===== src/rtl/alu_pkg.sv =====
// Shared definitions for the bit-serial add/subtract controller.
//   state_e        : controller FSM encoding
//   OP_ADD/OP_SUB  : values of op_sub selecting the operation
package alu_pkg;

   typedef enum logic [1:0] {
      IDLE = 2'b00,
      RUN  = 2'b01,
      DONE = 2'b10
   } state_e;

   localparam logic OP_ADD = 1'b0;
   localparam logic OP_SUB = 1'b1;

endpackage


===== src/rtl/full_adder_bit.sv =====
// Combinational 1-bit full adder built from two half adders and an OR gate.
//   a_i, b_i : operand bits
//   c_i      : carry in
//   s_o      : sum bit
//   c_o      : carry out (majority of the three inputs)
module full_adder_bit (
   input  logic a_i,
   input  logic b_i,
   input  logic c_i,
   output logic s_o,
   output logic c_o
);

   logic s1;
   logic c1;
   logic c2;

   half_adder u_ha0 (
      .a_i (a_i),
      .b_i (b_i),
      .s_o (s1),
      .c_o (c1)
   );

   half_adder u_ha1 (
      .a_i (s1),
      .b_i (c_i),
      .s_o (s_o),
      .c_o (c2)
   );

   // The two partial carries can never both be set, so OR equals majority.
   assign c_o = c1 | c2;

endmodule


===== src/rtl/half_adder.sv =====
// Combinational half adder.
//   a_i, b_i : operand bits
//   s_o      : sum bit
//   c_o      : carry bit
module half_adder (
   input  logic a_i,
   input  logic b_i,
   output logic s_o,
   output logic c_o
);

   assign s_o = a_i ^ b_i;
   assign c_o = a_i & b_i;

endmodule


===== src/rtl/serial_adder_ctrl.sv =====
// Bit-serial add/subtract controller. One full-adder cell is stepped over
// WIDTH cycles, LSB first, to build a WIDTH-bit result plus carry-out and
// signed overflow.
//
//   state | meaning
//   IDLE  | ready for operands (in_ready = 1)
//   RUN   | one result bit per cycle, counter tracks bit position
//   DONE  | result held on out_valid until out_ready
//
// Ports:
//   clk, rst_n          : clock, synchronous active-low reset
//   in_valid/in_ready   : operand handshake (op_sub, a, b)
//   out_valid/out_ready : result handshake (sum, c_out, ovf)
//   busy                : high in RUN or DONE
module serial_adder_ctrl
   import alu_pkg::*;
#(
   parameter int WIDTH = 32,
   parameter int CNT_W = $clog2(WIDTH)
) (
   input  logic             clk,
   input  logic             rst_n,
   input  logic             in_valid,
   output logic             in_ready,
   input  logic             op_sub,
   input  logic [WIDTH-1:0] a,
   input  logic [WIDTH-1:0] b,
   output logic             out_valid,
   input  logic             out_ready,
   output logic [WIDTH-1:0] sum,
   output logic             c_out,
   output logic             ovf,
   output logic             busy
);

   localparam logic [CNT_W-1:0] LAST_BIT = CNT_W'(WIDTH - 1);

   state_e           state_q;
   logic [WIDTH-1:0] a_q;
   logic [WIDTH-1:0] b_q;
   logic [WIDTH-1:0] sum_q;
   logic [CNT_W-1:0] cnt_q;
   logic             carry_q;
   logic             c_out_q;
   logic             ovf_q;
   logic             in_ready_q;
   logic             out_valid_q;
   logic             busy_q;

   logic             fa_s;
   logic             fa_c;

   full_adder_bit u_fa (
      .a_i (a_q[0]),
      .b_i (b_q[0]),
      .c_i (carry_q),
      .s_o (fa_s),
      .c_o (fa_c)
   );

   always_ff @(posedge clk) begin
      if (!rst_n) begin
         state_q     <= IDLE;
         a_q         <= '0;
         b_q         <= '0;
         sum_q       <= '0;
         cnt_q       <= '0;
         carry_q     <= 1'b0;
         c_out_q     <= 1'b0;
         ovf_q       <= 1'b0;
         in_ready_q  <= 1'b1;
         out_valid_q <= 1'b0;
         busy_q      <= 1'b0;
      end else begin
         case (state_q)
            IDLE: begin
               if (in_valid) begin
                  // Subtract is A + ~B + 1: invert B and seed the carry.
                  a_q        <= a;
                  b_q        <= (op_sub == OP_SUB) ? ~b : b;
                  carry_q    <= (op_sub == OP_SUB);
                  cnt_q      <= '0;
                  state_q    <= RUN;
                  in_ready_q <= 1'b0;
                  busy_q     <= 1'b1;
               end
            end
            RUN: begin
               sum_q   <= {fa_s, sum_q[WIDTH-1:1]};
               a_q     <= {1'b0, a_q[WIDTH-1:1]};
               b_q     <= {1'b0, b_q[WIDTH-1:1]};
               carry_q <= fa_c;
               if (cnt_q == LAST_BIT) begin
                  // carry_q is the carry entering the MSB here.
                  c_out_q     <= fa_c;
                  ovf_q       <= carry_q ^ fa_c;
                  state_q     <= DONE;
                  out_valid_q <= 1'b1;
               end else begin
                  cnt_q <= cnt_q + CNT_W'(1);
               end
            end
            DONE: begin
               if (out_ready) begin
                  state_q     <= IDLE;
                  out_valid_q <= 1'b0;
                  in_ready_q  <= 1'b1;
                  busy_q      <= 1'b0;
               end
            end
            default: begin
               state_q     <= IDLE;
               in_ready_q  <= 1'b1;
               out_valid_q <= 1'b0;
               busy_q      <= 1'b0;
            end
         endcase
      end
   end

   assign in_ready  = in_ready_q;
   assign out_valid = out_valid_q;
   assign busy      = busy_q;
   assign sum       = sum_q;
   assign c_out     = c_out_q;
   assign ovf       = ovf_q;

endmodule


===== config.mk =====
export PLATFORM = sky130hd
export DESIGN_NAME = serial_adder_ctrl
export DESIGN_NICKNAME = d
export VERILOG_FILES = /design/src/rtl/alu_pkg.sv /design/src/rtl/full_adder_bit.sv /design/src/rtl/half_adder.sv /design/src/rtl/serial_adder_ctrl.sv
export SDC_FILE = /design/constraint.sdc
export NUM_CORES = 1
export LEC_CHECK = 0
export BUFFER_PORTS_ARGS = -buffer_cell sky130_fd_sc_hd__buf_2
export CORE_UTILIZATION = 47
export DETAILED_ROUTE_END_ITERATION = 16
export GPL_ROUTABILITY_DRIVEN = 0
export PLACE_DENSITY = 0.71
export SETUP_SLACK_MARGIN = 0.4
export SYNTH_ARGS = -nofsm -noshare
export SYNTH_HDL_FRONTEND = slang
export SYNTH_SLANG_ARGS = --single-unit

===== constraint.sdc =====
create_clock -name clk -period 3.6 [get_ports clk]
set_input_delay 0.36 -clock clk [delete_from_list [all_inputs] [get_ports clk]]
set_output_delay 0.36 -clock clk [all_outputs]
set_load 0.01 [all_outputs]

==> results.sh, run 1 <==
export IMPL_run_status="complete, no violations"
export IMPL_flow_area_growth_from_synthesis_pct=15.35
export IMPL_layout_setup_ws_ns=1.435
export IMPL_first_global_vias=3567
export IMPL_cells_along_the_critical_path="nor2b_4 -> buf_4 -> a22oi_1 -> o22ai_1"
export IMPL_synth_warning_count=0
export IMPL_antenna_violating_nets_post_route=0
export IMPL_insertion_delay_ns=0.37
export IMPL_die_width_um=100.2
export IMPL_crit_path_max_cell_delay_ns=0.61
export IMPL_wirelength_routed_um=9957
export IMPL_seq_area_frac_synth_pct=48.15
export IMPL_pin_count=106
export IMPL_syn_mean_instance_area_um2=8.180
export IMPL_power_per_cell_area_mw_per_mm2=437.3
export IMPL_synthDistinctLibCells=33
export IMPL_post_synth_top_area_fraction_pct=48.15
export IMPL_post_cts_setup_buffers=0
export IMPL_number_of_antenna_diodes=0
export IMPL_drt_pre_antenna_iters=5
export IMPL_holdWs_ns=0.2223
export IMPL_yosysMostFrequentCell="nand2_1"
export IMPL_grt_setup_unrepaired="false"
export IMPL_floorplan_die_height_um=100.2
export IMPL_cp_start_kind="register"
export IMPL_crit_path_top_delay_cell="dfxtp_1"
export IMPL_globalRoute_totalOverflow=0
export IMPL_nFillCells=907
export IMPL_p_leak_nw=2.070
export IMPL_netlist_top_cells_count="125 x nand2_1, 109 x dfxtp_1, 101 x a21oi_1"
export IMPL_report_final_slew_viol_count=0
export IMPL_detailedRoute_firstIterationViolations=140
export IMPL_cts_hold_buf=0
export IMPL_worstSetupEndpointType="register"
export IMPL_fin_nets=694
export IMPL_clock_sinks=109
export IMPL_detail_route_vias_per_cell=5.371
export IMPL_power_frac_seq_pct=57.1
export IMPL_synthDominantAreaCellType="dfxtp_1"
export IMPL_cts_clock_pin_slew_for_the_worst_setup_and_hold_paths_ns=0.10
export IMPL_tritoncts="built"
export IMPL_maxClockFrequency_ghz=0.4619
export IMPL_grt_total_usage_pct=19.85
export IMPL_count_of_max_cap_constraint_violations=0
export IMPL_drive_above_1_share_pct=20.67
export IMPL_syn_cell_area_mm2=0.004532
export IMPL_share_of_synthesized_registers_carrying_an_async_set_or_reset_pct=0
export IMPL_timing_clock_skew_ns=0.009973
export IMPL_first_pass_grt_wire_length_um=16240
export IMPL_synth_ff_type="dfxtp_1"
export IMPL_power_internal_mw=1.693
export IMPL_die_area_mm2=0.01004
export IMPL_cts_made_buffers=9
export IMPL_core_mm2=0.009284
export IMPL_setup_violations_final=0
export IMPL_final_hold_viol_count=0
export IMPL_detailedPlacementHpwl_um=6282
export IMPL_period_minus_slack_ns=2.165
export IMPL_maxSlewHeadroom_pct=30.07
export IMPL_comb_power_share_pct=12.5
export IMPL_rows=35
export IMPL_grt_max_degree=70
export IMPL_synth_area_leaders="dfxtp_1 48%, a21oi_1 11%, nand2_1 10%"
export IMPL_criticalPathCategory="register to register"
export IMPL_initial_cell_density_of_the_core_pct=48.81
export IMPL_post_drt_wl_per_cell_um=13.22
export IMPL_netSwitchingFraction_pct=25.92
export IMPL_switching_power_uw=592.6
export IMPL_clock_tree_buffer_depth=2
export IMPL_critical_path_max_fanout=64
export IMPL_syn_instance_count=554
export IMPL_num_vias=4044
export IMPL_final_period_utilization_pct=60.14
export IMPL_tightestPinTransition_ns=1.046
export IMPL_cts_root_buf="clkbuf_8"
export IMPL_synth_net_count=626
export IMPL_drc=0
export IMPL_synth_edff_count=0
export IMPL_placement_setup_slack_ns=1.496
export IMPL_worst_endpoint_arrival_ns=2.44
export IMPL_grt_antenna_before_repair=0
export IMPL_ir_worst_vdd_uv=249.9
export IMPL_layoutNonFillerInstCount=753
export IMPL_post_cts_resized=0
export IMPL_cts_htree_levels=3
export IMPL_dp_cells=740
export IMPL_min_path_type="primary input to register"
export IMPL_critical_path_rt_ns=3.88
export IMPL_placement_io_buffers=105
export IMPL_tns_ns=0
export IMPL_ys_seq_elements=109
export IMPL_p_clk_share_pct=30.4
==> flip-flops by register name, summed over array words and instances, names as in the netlist, 2 cells and up <==
register	flops
state_q	2
cnt_q	5
b_q	32
a_q	32
sum	32
==> power groups by stage <==
| stage | logic (mW) | clock network [mW] | registers [mW] |
|---|---|---|---|
| after floorplan | 0.209 | 0 | 1.32 |
| after global placement | 0.280 | 0 | 1.33 |
| after detailed placement | 0.288 | 0 | 1.33 |
| after CTS | 0.289 | 0.720 | 1.30 |
| after global routing | 0.323 | 0.762 | 1.31 |
| final | 0.286 | 0.695 | 1.30 |
==> layout by cell type, fill, tap and decap left out, drive strengths merged, types with 2 or more instances in the layout <==
cell | synthesis | final
a21oi | 101 | 101
a22oi | 12 | 12
a31oi | 2 | 2
buf | 22 | 109
clkbuf | 30 | 9
clkinvlp | 0 | 3
dfxtp | 109 | 109
ha | 2 | 2
inv | 2 | 2
nand2 | 125 | 125
nand3 | 27 | 27
nand3b | 2 | 2
nor2 | 4 | 4
nor2b | 2 | 2
o21ai | 34 | 34
o221ai | 21 | 21
o22ai | 12 | 12
or3b | 3 | 3
xnor2 | 14 | 14
xor2 | 19 | 19
==> kinds of logic (layout without fill, tap and decap cells) <==
logic type / after synthesis / count (layout) / synth area share (%)
compound gates: 185 / 185 / 23.44
simple gates: 169 / 169 / 15.82
flops: 109 / 109 / 48.15
buf+inv: 54 / 124 / 4.997
xor+xnor: 33 / 33 / 6.378
fa+ha+maj: 3 / 3 / 0.9939
mux: 1 / 1 / 0.2209
==> area by class of cell <==
| type | instances | area (um^2) | area share [%] |
|---|---|---|---|
| Clock inverter | 4 | 52.55 | 1.005 |
| Multi-Input combinational cell | 391 | 2145 | 41.02 |
| Timing Repair Buffer | 109 | 555.5 | 10.63 |
| Sequential cell | 109 | 2182 | 41.74 |
| Clock buffer | 9 | 123.9 | 2.370 |
| Inverter | 2 | 7.507 | 0.1436 |
| Tap cell | 129 | 161.4 | 3.088 |
==> metal layers <==
layer  up-vias  GRT usage [%]  wire length (um)  share of wire [%]
li1       2055              -                 -                  -
met1      1878          25.47              4655                 47
met2       101          33.67              4682                 47
met3        10          4.875               510                5.1
met4         0          4.682               108                1.1
met5         -              0                 0                  0
==> path summary, 6_finish.rpt <==
path	end	cells past startpoint	start	slack (ns)
hold / removal	a_q[27]$_SDFFE_PN0P_	3	a[27]	0.22
hold reg to reg	ovf$_SDFFE_PN0P_	2	ovf$_SDFFE_PN0P_	0.46
setup / recovery	b_q[25]$_SDFFE_PN0P_	4	state_q[0]$_SDFFE_PN0P_	1.43
setup reg to reg	b_q[25]$_SDFFE_PN0P_	4	state_q[0]$_SDFFE_PN0P_	1.43
==> through the flow <==
stage / util (%) / power [mW] / area [um^2]
floorplan: - / 1.532 / 4532
global placement: 54.41 / 1.609 / 5051
detailed placement: 54.41 / 1.620 / 5051
CTS: 56.31 / 2.313 / 5228
global route: 56.31 / 2.397 / 5228
finish: 56.31 / 2.286 / 5228
==> worst max-delay path, delay by kind of cell, from the launching register on <==
kind                   cells  cell delay (ns)
AO/OA/AOI/OAI              2             0.38
buffers and inverters      1             0.59
flip-flops                 1             0.61
AND/OR/NAND/NOR            1             0.45
Note: power is estimated with default switching activity, not from simulation.
==> run 2, diff against run 1 <==
PLACE_DENSITY = 0.74   (was 0.71)
clock period = 1.9 ns   (was 3.6 ns; I/O delays follow)
==> results.sh, run 2 (synthesis results as in run 1) <==
export IMPL_report_final_slew_viol_count=0
export IMPL_worst_endpoint_arrival_ns=2.12
export IMPL_layout_setup_ws_ns=0.07916
export IMPL_min_path_type="primary input to register"
export IMPL_layout_cells_most_common_list="124 x nand2_1, 106 x dfxtp_1, 105 x buf_2"
export IMPL_run_status="complete, no violations"
export IMPL_placement_io_buffers=105
export IMPL_grt_setup_unrepaired="true"
export IMPL_finished_cell_area_mm2=0.005539
export IMPL_first_pass_grt_wire_length_um=17070
export IMPL_crit_path_top_delay_cell="or3b_4"
export IMPL_globalRoute_totalOverflow=0
export IMPL_number_of_antenna_diodes=0
export IMPL_ir_worst_vdd_uv=484.2
export IMPL_grt_total_usage_pct=21.01
export IMPL_die_area_mm2=0.01004
export IMPL_worst_r2r_start="cnt_q[0]$_SDFFE_PN0P_"
export IMPL_p_leak_nw=2.209
export IMPL_grt_max_degree=52
export IMPL_hold_path_depth=3
export IMPL_initial_cell_density_of_the_core_pct=48.81
export IMPL_power_per_cell_area_mw_per_mm2=852.7
export IMPL_insertion_delay_ns=0.37
export IMPL_placedInstanceArea_mm2=0.005191
export IMPL_post_route_util_pct=59.66
export IMPL_cts_htree_levels=3
export IMPL_num_vias=4203
export IMPL_worstSetupEndpointType="register"
export IMPL_power_frac_seq_pct=52.4
export IMPL_cp_start_kind="register"
export IMPL_final_period_utilization_pct=95.83
export IMPL_cells_along_the_critical_path="ha_4 -> and3_4 -> ha_4 -> or3b_4 -> or3b_4 -> a31oi_4"
export IMPL_post_drt_wl_per_cell_um=13.60
export IMPL_wirelength_routed_um=10480
export IMPL_criticalPathCategory="register to register"
export IMPL_p_clk_share_pct=34.9
export IMPL_drc=0
export IMPL_floorplan_die_height_um=100.2
export IMPL_pin_count=106
export IMPL_rows=35
export IMPL_flow_area_growth_from_synthesis_pct=22.23
export IMPL_final_hold_viol_count=0
export IMPL_clock_sinks=109
export IMPL_placement_setup_slack_ns=0.05589
export IMPL_mostFrequentLayoutCell="nand2_1"
export IMPL_cts_hold_buf=0
export IMPL_grt_antenna_before_repair=0
export IMPL_first_global_vias=3701
export IMPL_tightestPinTransition_ns=0.5844
export IMPL_tns_ns=0
export IMPL_worst_r2r_cell_count=6
export IMPL_holdWs_ns=0.04665
export IMPL_count_of_max_cap_constraint_violations=0
export IMPL_cts_clock_pin_slew_for_the_worst_setup_and_hold_paths_ns=0.10
export IMPL_worst_r2r_setup_slack_ns=0.08
export IMPL_critical_path_rt_ns=2.20
export IMPL_setup_violations_final=0
export IMPL_holdCritStartpoint="a[16]"
export IMPL_timing_clock_skew_ns=0.01131
export IMPL_tritoncts="built"
export IMPL_cts_made_buffers=9
export IMPL_sink_of_the_worst_hold_path="a_q[16]$_SDFFE_PN0P_"
export IMPL_antenna_violating_nets_post_route=0
export IMPL_switching_power_mw=1.190
export IMPL_clock_tree_buffer_depth=2
export IMPL_detailedRoute_firstIterationViolations=175
export IMPL_maxClockFrequency_ghz=0.5492
export IMPL_netSwitchingFraction_pct=25.20
export IMPL_crit_path_max_cell_delay_ns=0.40
export IMPL_comb_power_share_pct=12.7
export IMPL_fin_nets=710
export IMPL_critical_path_max_fanout=3
export IMPL_crit_reg2reg_capture="cnt_q[2]$_SDFFE_PN0P_"
export IMPL_period_minus_slack_ns=1.821
export IMPL_core_mm2=0.009284
export IMPL_cts_root_buf="clkbuf_8"
export IMPL_maxSlewHeadroom_pct=60.94
export IMPL_power_internal_mw=3.533
export IMPL_detailedPlacementHpwl_um=6574
export IMPL_detail_route_vias_per_cell=5.451
export IMPL_die_width_um=100.2
export IMPL_drt_pre_antenna_iters=4
export IMPL_drive_above_1_share_pct=24.77
[run 2: what timing repair did]
item                                    4_1_cts  5_1_grt
setup buffers                                 4        2
endpoints found under the setup margin       80       96
cloned                                        1        0
resized for setup                             5        6
pin swaps                                     7        4
[run 2: worst max-delay path, delay by kind of cell (launching register included)]
family | cells | cell delay, ns
AND/OR/NAND/NOR | 3 | 0.96
AO/OA/AOI/OAI | 1 | 0.13
adder cells (fa/ha/maj) | 2 | 0.31
flip-flops | 1 | 0.35
[run 2: final cells by class]
class	instances	area, um^2
Timing Repair Buffer	124	721.9
Sequential cell	109	2188
Clock buffer	9	123.9
Multi-Input combinational cell	392	2225
Clock inverter	6	111.4
Fill cell	842	3745
Tap cell	129	161.4
Inverter	2	7.507
[run 2: worst max path at each step]
| stage | from | end | slack, ns | cells past startpoint |
|---|---|---|---|---|
| 2_1_floorplan | cnt_q[1]$_SDFFE_PN0P_ | cnt_q[2]$_SDFFE_PN0P_ | 0.05 | 7 |
| 3_3_place_gp | cnt_q[1]$_SDFFE_PN0P_ | cnt_q[2]$_SDFFE_PN0P_ | 0.13 | 6 |
| 3_5_place_dp | cnt_q[1]$_SDFFE_PN0P_ | cnt_q[2]$_SDFFE_PN0P_ | 0.06 | 6 |
| 4_1_cts | cnt_q[0]$_SDFFE_PN0P_ | cnt_q[2]$_SDFFE_PN0P_ | 0.08 | 6 |
| 5_1_grt | cnt_q[0]$_SDFFE_PN0P_ | cnt_q[2]$_SDFFE_PN0P_ | 0.05 | 6 |
| 6_report | cnt_q[0]$_SDFFE_PN0P_ | cnt_q[2]$_SDFFE_PN0P_ | 0.08 | 6 |
[run 2: through the flow]
stage	std cells	power (mW)
finish	771	4.723
global route	771	4.916
CTS	769	4.744
detailed placement	749	3.099
global placement	749	3.080
floorplan	554	2.905
[run 2: power groups by stage]
stage	clock network [mW]	logic (mW)	registers, mW
2_1_floorplan	0	0.398	2.51
5_1_grt	1.76	0.672	2.49
6_report	1.65	0.599	2.47
3_3_place_gp	0	0.561	2.52
3_5_place_dp	0	0.576	2.52
4_1_cts	1.68	0.594	2.47
[run 2: per-layer routing]
metal	vias to the layer above	GRT usage [%]	wire length, um
li1	2092	-	-
met1	1964	27.93	4900
met2	133	34.40	4899
met3	14	3.203	545
met4	0	8.250	137
met5	-	0	0
